<file path="config.mk">
export PLATFORM = sky130hd
export DESIGN_NAME = coax_transaction_ctrl_flat
export DESIGN_NICKNAME = d
export VERILOG_FILES = /design/src/rtl/coax_transaction_ctrl_if.sv /design/src/rtl/coax_transaction_ctrl.sv /design/src/flat_wrapper.sv
export SDC_FILE = /design/constraint.sdc
export NUM_CORES = 1
export LEC_CHECK = 0
export ABC_AREA = 1
export CELL_PAD_IN_SITES_DETAIL_PLACEMENT = 1
export CELL_PAD_IN_SITES_GLOBAL_PLACEMENT = 1
export CORE_MARGIN = 8
export CORE_UTILIZATION = 31
export DETAILED_ROUTE_END_ITERATION = 16
export GPL_TIMING_DRIVEN = 0
export PLACE_DENSITY_LB_ADDON = 0.1
export SYNTH_ARGS = -nofsm -noshare
export SYNTH_HDL_FRONTEND = slang
export SYNTH_SLANG_ARGS = --single-unit
</file>
<file path="constraint.sdc">
create_clock -name clk -period 1.4 [get_ports clk]
set_clock_uncertainty 0.05 [all_clocks]
set_input_delay 0.14 -clock clk [delete_from_list [all_inputs] [get_ports clk]]
set_output_delay 0.14 -clock clk [all_outputs]
set_load 0.05 [all_outputs]
</file>
<file path="src/rtl/coax_transaction_ctrl_if.sv">
// Bundle of every signal between the transaction controller and its
// surroundings: host command/response streams, the coax_tx/coax_rx pair
// and the status/result outputs.  The controller uses the slave view; the
// host, the coax blocks and the bench use the master view.
interface coax_transaction_ctrl_if;
    logic       start;
    logic [9:0] host_tx_data;
    logic       host_tx_valid;
    logic       host_tx_last;
    logic       host_tx_ready;
    logic [9:0] host_rx_data;
    logic       host_rx_valid;
    logic       host_rx_ready;
    logic       tx_load;
    logic [9:0] tx_data;
    logic       tx_ready;
    logic       tx_active;
    logic [9:0] rx_data;
    logic       rx_data_available;
    logic       rx_active;
    logic       rx_error;
    logic       rx_data_read;
    logic       busy;
    logic       done;
    logic       status_timeout;
    logic       status_error;
    logic       status_underrun;
    logic [7:0] rx_count;

    modport master (
        output start, host_tx_data, host_tx_valid, host_tx_last, host_rx_ready,
               tx_ready, tx_active, rx_data, rx_data_available, rx_active, rx_error,
        input  host_tx_ready, host_rx_data, host_rx_valid, tx_load, tx_data,
               rx_data_read, busy, done, status_timeout, status_error,
               status_underrun, rx_count
    );

    modport slave (
        input  start, host_tx_data, host_tx_valid, host_tx_last, host_rx_ready,
               tx_ready, tx_active, rx_data, rx_data_available, rx_active, rx_error,
        output host_tx_ready, host_rx_data, host_rx_valid, tx_load, tx_data,
               rx_data_read, busy, done, status_timeout, status_error,
               status_underrun, rx_count
    );
endinterface

</file>
<file path="src/rtl/coax_transaction_ctrl.sv">
// Sequences one 3270 coax transaction: streams host command words into
// coax_tx, waits a bounded time for the response frame, then hands each
// response word from coax_rx to the host.  This block is the only driver of
// the coax_tx load strobe and the coax_rx read strobe.
module coax_transaction_ctrl #(
    parameter int RESPONSE_TIMEOUT = 1000
) (
    input  logic                   clk,
    input  logic                   reset,
    coax_transaction_ctrl_if.slave bus
);

    localparam int CNT_W = $clog2(RESPONSE_TIMEOUT + 1);

    typedef enum logic [2:0] {
        IDLE,
        TX,
        TX_DRAIN,
        RX_WAIT,
        RX_COLLECT,
        DONE
    } state_t;

    state_t           state_reg;
    logic [CNT_W-1:0] timer_reg;
    logic [CNT_W-1:0] timer_next;
    logic             loaded_reg;
    logic             tx_load_reg;
    logic [9:0]       tx_data_reg;
    logic [9:0]       host_rx_data_reg;
    logic             host_rx_valid_reg;
    logic             rx_data_read_reg;
    logic             busy_reg;
    logic             done_reg;
    logic             status_timeout_reg;
    logic             status_error_reg;
    logic             status_underrun_reg;
    logic [7:0]       rx_count_reg;

    logic tx_xfer;
    logic rx_capture;
    logic rx_accept;

    // Host word moves into tx_data; blocked while a load strobe is still
    // in flight so coax_tx sees one word per strobe.
    assign tx_xfer = (state_reg == TX) & bus.tx_ready & bus.host_tx_valid & ~tx_load_reg;

    // New response word is taken only when the holding register is free and
    // the previous read strobe has had a cycle to clear rx_data_available.
    assign rx_capture = (state_reg == RX_COLLECT) & ~bus.rx_error & bus.rx_data_available
                      & ~host_rx_valid_reg & ~rx_data_read_reg;

    assign rx_accept  = host_rx_valid_reg & bus.host_rx_ready;
    assign timer_next = timer_reg + CNT_W'(1);

    // Transaction FSM with all outputs registered.
    always_ff @(posedge clk or posedge reset) begin
        if (reset) begin
            state_reg           <= IDLE;
            timer_reg           <= '0;
            loaded_reg          <= 1'b0;
            tx_load_reg         <= 1'b0;
            tx_data_reg         <= '0;
            host_rx_data_reg    <= '0;
            host_rx_valid_reg   <= 1'b0;
            rx_data_read_reg    <= 1'b0;
            busy_reg            <= 1'b0;
            done_reg            <= 1'b0;
            status_timeout_reg  <= 1'b0;
            status_error_reg    <= 1'b0;
            status_underrun_reg <= 1'b0;
            rx_count_reg        <= '0;
        end else begin
            tx_load_reg      <= 1'b0;
            rx_data_read_reg <= 1'b0;
            done_reg         <= 1'b0;
            // A delivered word may still be waiting after the transaction
            // has finished, so acceptance is honoured in every state.
            if (rx_accept) begin
                host_rx_valid_reg <= 1'b0;
            end

            case (state_reg)
                IDLE: begin
                    if (bus.start) begin
                        state_reg           <= TX;
                        busy_reg            <= 1'b1;
                        loaded_reg          <= 1'b0;
                        status_timeout_reg  <= 1'b0;
                        status_error_reg    <= 1'b0;
                        status_underrun_reg <= 1'b0;
                        rx_count_reg        <= '0;
                    end
                end
                TX: begin
                    if (tx_xfer) begin
                        tx_data_reg <= bus.host_tx_data;
                        tx_load_reg <= 1'b1;
                        loaded_reg  <= 1'b1;
                        if (bus.host_tx_last) begin
                            state_reg <= TX_DRAIN;
                        end
                    end else if (loaded_reg && !bus.tx_active && !tx_load_reg) begin
                        // Frame ended before the host supplied the last word.
                        status_underrun_reg <= 1'b1;
                        state_reg           <= DONE;
                    end
                end
                TX_DRAIN: begin
                    // Wait for the final strobe to be consumed and the frame to end.
                    if (!bus.tx_active && !tx_load_reg) begin
                        timer_reg <= '0;
                        state_reg <= RX_WAIT;
                    end
                end
                RX_WAIT: begin
                    timer_reg <= timer_next;
                    if (bus.rx_error) begin
                        status_error_reg <= 1'b1;
                        state_reg        <= DONE;
                    end else if (bus.rx_active || bus.rx_data_available) begin
                        state_reg <= RX_COLLECT;
                    end else if (timer_next == CNT_W'(RESPONSE_TIMEOUT)) begin
                        status_timeout_reg <= 1'b1;
                        state_reg          <= DONE;
                    end
                end
                RX_COLLECT: begin
                    if (bus.rx_error) begin
                        status_error_reg <= 1'b1;
                        state_reg        <= DONE;
                    end else if (rx_capture) begin
                        host_rx_data_reg  <= bus.rx_data;
                        host_rx_valid_reg <= 1'b1;
                        rx_data_read_reg  <= 1'b1;
                        if (rx_count_reg != 8'hFF) begin
                            rx_count_reg <= rx_count_reg + 8'd1;
                        end
                    end else if (!bus.rx_active && !bus.rx_data_available
                                 && !host_rx_valid_reg && !rx_data_read_reg) begin
                        state_reg <= DONE;
                    end
                end
                DONE: begin
                    done_reg  <= 1'b1;
                    busy_reg  <= 1'b0;
                    state_reg <= IDLE;
                end
                default: begin
                    state_reg <= IDLE;
                end
            endcase
        end
    end

    assign bus.host_tx_ready   = tx_xfer;
    assign bus.tx_load         = tx_load_reg;
    assign bus.tx_data         = tx_data_reg;
    assign bus.host_rx_data    = host_rx_data_reg;
    assign bus.host_rx_valid   = host_rx_valid_reg;
    assign bus.rx_data_read    = rx_data_read_reg;
    assign bus.busy            = busy_reg;
    assign bus.done            = done_reg;
    assign bus.status_timeout  = status_timeout_reg;
    assign bus.status_error    = status_error_reg;
    assign bus.status_underrun = status_underrun_reg;
    assign bus.rx_count        = rx_count_reg;

endmodule

</file>
<file path="src/flat_wrapper.sv">
// flat-port wrapper written by rule: the top's interface ports become plain ports
module coax_transaction_ctrl_flat 
#(
    parameter int RESPONSE_TIMEOUT = 1000
)
  (clk, reset, bus_start, bus_host_tx_data, bus_host_tx_valid, bus_host_tx_last, bus_host_rx_ready, bus_tx_ready, bus_tx_active, bus_rx_data, bus_rx_data_available, bus_rx_active, bus_rx_error, bus_host_tx_ready, bus_host_rx_data, bus_host_rx_valid, bus_tx_load, bus_tx_data, bus_rx_data_read, bus_busy, bus_done, bus_status_timeout, bus_status_error, bus_status_underrun, bus_rx_count);
  coax_transaction_ctrl_if bus_i ();
  input  logic clk;
  input  logic reset;
  input wire logic [$bits(bus_i.start)-1:0] bus_start;
  input wire logic [$bits(bus_i.host_tx_data)-1:0] bus_host_tx_data;
  input wire logic [$bits(bus_i.host_tx_valid)-1:0] bus_host_tx_valid;
  input wire logic [$bits(bus_i.host_tx_last)-1:0] bus_host_tx_last;
  input wire logic [$bits(bus_i.host_rx_ready)-1:0] bus_host_rx_ready;
  input wire logic [$bits(bus_i.tx_ready)-1:0] bus_tx_ready;
  input wire logic [$bits(bus_i.tx_active)-1:0] bus_tx_active;
  input wire logic [$bits(bus_i.rx_data)-1:0] bus_rx_data;
  input wire logic [$bits(bus_i.rx_data_available)-1:0] bus_rx_data_available;
  input wire logic [$bits(bus_i.rx_active)-1:0] bus_rx_active;
  input wire logic [$bits(bus_i.rx_error)-1:0] bus_rx_error;
  output wire logic [$bits(bus_i.host_tx_ready)-1:0] bus_host_tx_ready;
  output wire logic [$bits(bus_i.host_rx_data)-1:0] bus_host_rx_data;
  output wire logic [$bits(bus_i.host_rx_valid)-1:0] bus_host_rx_valid;
  output wire logic [$bits(bus_i.tx_load)-1:0] bus_tx_load;
  output wire logic [$bits(bus_i.tx_data)-1:0] bus_tx_data;
  output wire logic [$bits(bus_i.rx_data_read)-1:0] bus_rx_data_read;
  output wire logic [$bits(bus_i.busy)-1:0] bus_busy;
  output wire logic [$bits(bus_i.done)-1:0] bus_done;
  output wire logic [$bits(bus_i.status_timeout)-1:0] bus_status_timeout;
  output wire logic [$bits(bus_i.status_error)-1:0] bus_status_error;
  output wire logic [$bits(bus_i.status_underrun)-1:0] bus_status_underrun;
  output wire logic [$bits(bus_i.rx_count)-1:0] bus_rx_count;
  assign bus_i.start = bus_start;
  assign bus_i.host_tx_data = bus_host_tx_data;
  assign bus_i.host_tx_valid = bus_host_tx_valid;
  assign bus_i.host_tx_last = bus_host_tx_last;
  assign bus_i.host_rx_ready = bus_host_rx_ready;
  assign bus_i.tx_ready = bus_tx_ready;
  assign bus_i.tx_active = bus_tx_active;
  assign bus_i.rx_data = bus_rx_data;
  assign bus_i.rx_data_available = bus_rx_data_available;
  assign bus_i.rx_active = bus_rx_active;
  assign bus_i.rx_error = bus_rx_error;
  assign bus_host_tx_ready = bus_i.host_tx_ready;
  assign bus_host_rx_data = bus_i.host_rx_data;
  assign bus_host_rx_valid = bus_i.host_rx_valid;
  assign bus_tx_load = bus_i.tx_load;
  assign bus_tx_data = bus_i.tx_data;
  assign bus_rx_data_read = bus_i.rx_data_read;
  assign bus_busy = bus_i.busy;
  assign bus_done = bus_i.done;
  assign bus_status_timeout = bus_i.status_timeout;
  assign bus_status_error = bus_i.status_error;
  assign bus_status_underrun = bus_i.status_underrun;
  assign bus_rx_count = bus_i.rx_count;
  coax_transaction_ctrl #(.RESPONSE_TIMEOUT(RESPONSE_TIMEOUT)) u_core (.clk(clk), .reset(reset), .bus(bus_i));
endmodule
</file>
==> summary.txt <==
Status
  – Status: finished, violations left
  – Failing checks: negative setup slack

Worst setup path
  – Critical path cell sequence: inv_4, nand2_4, nor2_8, nand2_2, nor2_4, o21ai_2, nand2_2, buf_6, mux2_4
  – Max FO, Critical Path: 4
  – Crit Path Class: reg2reg
  – Largest stage delay on the critical path: 480 ps
  – Critical R2R Launch: u_core.state_reg[0]
  – CP endpoint kind: flop
  – CP max-delay cell: dfrtp_2
  – R2R depth: 9
  – Critical path data required time: 1550 ps
  – Startpoint types: flop
  – Arr. time, crit path: 1840 ps
  – Cell mode on critical path: nand2_2
  – Crit path from: u_core.state_reg[0]

Clock tree
  – Clock latency on the worst-skew pair: 310 ps
  – Longest Clk Path Bufs: 2
  – Number of CTS-inserted buffers: 5
  – # hold bufs at CTS: 0
  – Clock sink total: 50
  – Clock transition at path regs: 100 ps
  – CTS H-tree depth: 2
  – CTS tree: done
  – Clk root buf: clkbuf_8

Power
  – Combinational power share: 56.2%
  – Internal: 4.051 mW
  – Maximum vdd drop: 0.0008706 V
  – Share of power burned in the clock network: 13.5%
  – Seq pwr share: 30.3%
  – Power Total: 7.910 mW
  – P_leak: 1.854 nW
  – Switching share of total power: 48.78%
  – Psw: 3.859 mW
  – Pwr dens: 2035 nW/um2

Synthesis
  – Commonest cells in the netlist: nand2_1, dfrtp_1, inv_1
  – Post-synth top flop: dfrtp_1
  – FF+latch count, synth: 50
  – Top-area cell type share of the netlist area: 51.95%
  – Sequential-to-total area share from yosys stat: 51.95%
  – Post-synth top area cell: dfrtp_1
  – Yosys warns: 0
  – Fraction of registers with async set/reset: 100.0%
  – Cell area after synthesis: 2409 um2
  – Most frequent cell after synthesis: nand2_1
  – Netlist cell types: 34
  – Mean Syn Cell Area: 8.082 um2
  – Post-synth EDFFs: 0
  – Dominant cells by area after synthesis: dfrtp_1, nand2_1, inv_1
  – Mapped Cells: 298
  – Syn Nets: 331

Floorplan
  – # IOs: 68
  – Effective utilization at floorplan: 31.50%
  – Chip Width: 104.1 um
  – DIE HEIGHT: 104.1 um
  – Row cnt: 32
  – Total core area: 7647 um2
  – Die area: 10,850 um2

Flow run
  – Max-cap violations: 0

Global route
  – Total gr overflow: 0
  – Vias in the first global route: 2,615
  – First-pass GRT wire length: 12,940 um
  – Pin count of the biggest net entering global routing: 34
  – Initial antenna violation count: 0
  – GRT Total Usage: 14.47%

Cells and area
  – Nets@finish: 440
  – Layout cells sized above 1: 41.91%
  – Layout area overhead: 61.35%
  – Final Cell Area: 3886 um2
  – Inserted Diodes: 0
  – Non-Filler Instances: 510
  – Final Util: 50.82%
  – Fill cell count: 902

Placed design
  – Placed Area: 3291 um2
  – Routability congestion estimate: 0.7513
  – DP HPWL: 5354 um
  – DP Cell Count: 468
  – Port Buf Inserts: 67

Detailed routing
  – Met2 routed WL: 3894 um
  – Detailed Route WL: 8001 um
  – Residual DRC: 0
  – Vias per cell: 4.682
  – Via count: 2,388
  – Top Metal Used: met4
  – ANT nets after route: 0
  – DR pass1 iterations: 4
  – M1 wire length: 3476 um
  – Met3 wire len: 544 um
  – DRC violation total after the first TritonRoute iteration: 55
  – DR WL/cell: 15.69 um

Timing
  – Setup slack after layout: -289.6 ps
  – Worst slew pin tran: 487.1 ps
  – Worst slew margin: 67.66%
  – Minimum clock period: 1690 ps
  – RSZ-0062 raised after global routing: true
  – Fin crit share: 120.7%
  – Hold Vio Cnt, Final: 0
  – Slew Viols, Final: 0
  – Fmax: 0.5919 GHz
  – Final setup violation count: 27

Min path
  – Worst min path class: in2async
[area by class of cell]
type	instances	area, um2	share of cell area (%)
inverter	37	156.4	4.024
clock buffer	5	68.82	1.771
clock inverter	3	43.79	1.127
tap	102	127.6	3.284
timing repair buffer	102	908.4	23.37
multi-input combinational	206	1256	32.32
sequential	50	1265	32.55
buffer	5	60.06	1.545
[layout by cell type, fill, tap and decap left out, drive strengths merged, types with 2 or more instances in the layout]
cell	instances
nand4	5
nor2	29
o211ai	2
clkbuf	27
mux2	2
ha	2
inv	38
nand2	111
buf	41
clkdlybuf4s15	13
a21oi	9
o21ai	13
clkdlybuf4s50	30
o22ai	3
xor2	3
nand3	18
dfrtp	50
[final timing paths]
kind | endpoint | slack (ps)
max reg2reg | u_core.bus.rx_count[7] | -290
max | u_core.bus.rx_count[7] | -290
min in group clk | u_core.bus.tx_data[6] | 300
min reg2reg | u_core.bus.tx_data[5] | 440
max in group asynchronous | u_core.bus.rx_count[0] | 670
min | u_core.timer_reg[3] | 80
[power by group through the flow]
stage	logic (mW)	clock network, mW	registers (mW)
after floorplan	1.36	0	3.43
after global placement	3.62	0	2.32
after detailed placement	3.68	0	2.34
after CTS	4.07	1.10	2.34
after global routing	4.80	1.15	2.46
final	4.45	1.07	2.39
[through the flow]
step           setup TNS, ps  setup slack, ps  hold slack (ps)
2_1_floorplan          -2292           -194.3            182.8
3_3_place_gp          -67640            -1307            404.0
3_5_place_dp           -9975           -963.0            411.3
4_1_cts                -3479           -252.8            105.5
5_1_grt                -5392           -423.3            127.4
6_report               -3321           -289.6            82.76
[worst max-delay path, delay by kind of cell (launching register included)]
kind / cells / cell delay (ps)
flip-flops: 1 / 480
AND/OR/NAND/NOR: 5 / 460
multiplexers: 1 / 290
buffers and inverters: 2 / 200
AO/OA/AOI/OAI: 1 / 90
[logic make-up (layout without fill, tap and decap cells)]
family / after synthesis / count (layout) / synth area share (%)
simple gates: 166 / 166 / 29.71
flops: 50 / 50 / 51.95
buf+inv: 42 / 152 / 7.013
compound gates: 32 / 32 / 7.844
xor+xnor: 3 / 3 / 1.091
mux: 3 / 3 / 1.351
fa+ha+maj: 2 / 2 / 1.039
[routing by layer]
layer | vias up | GRT usage, %
li1 | 1160 | -
met1 | 1160 | 17.04
met2 | 60 | 24.38
met3 | 8 | 5.514
met4 | 0 | 3.102
met5 | - | 0
[repair_timing]
action / 4_1_cts / 5_1_grt
setup buffers: 19 / 15
pin swaps: 13 / 27
endpoints found under the setup margin: 84 / 69
gates cloned: 1 / 2
gates resized for setup: 129 / 95
No activity file was read; power rests on OpenSTA's default activity.
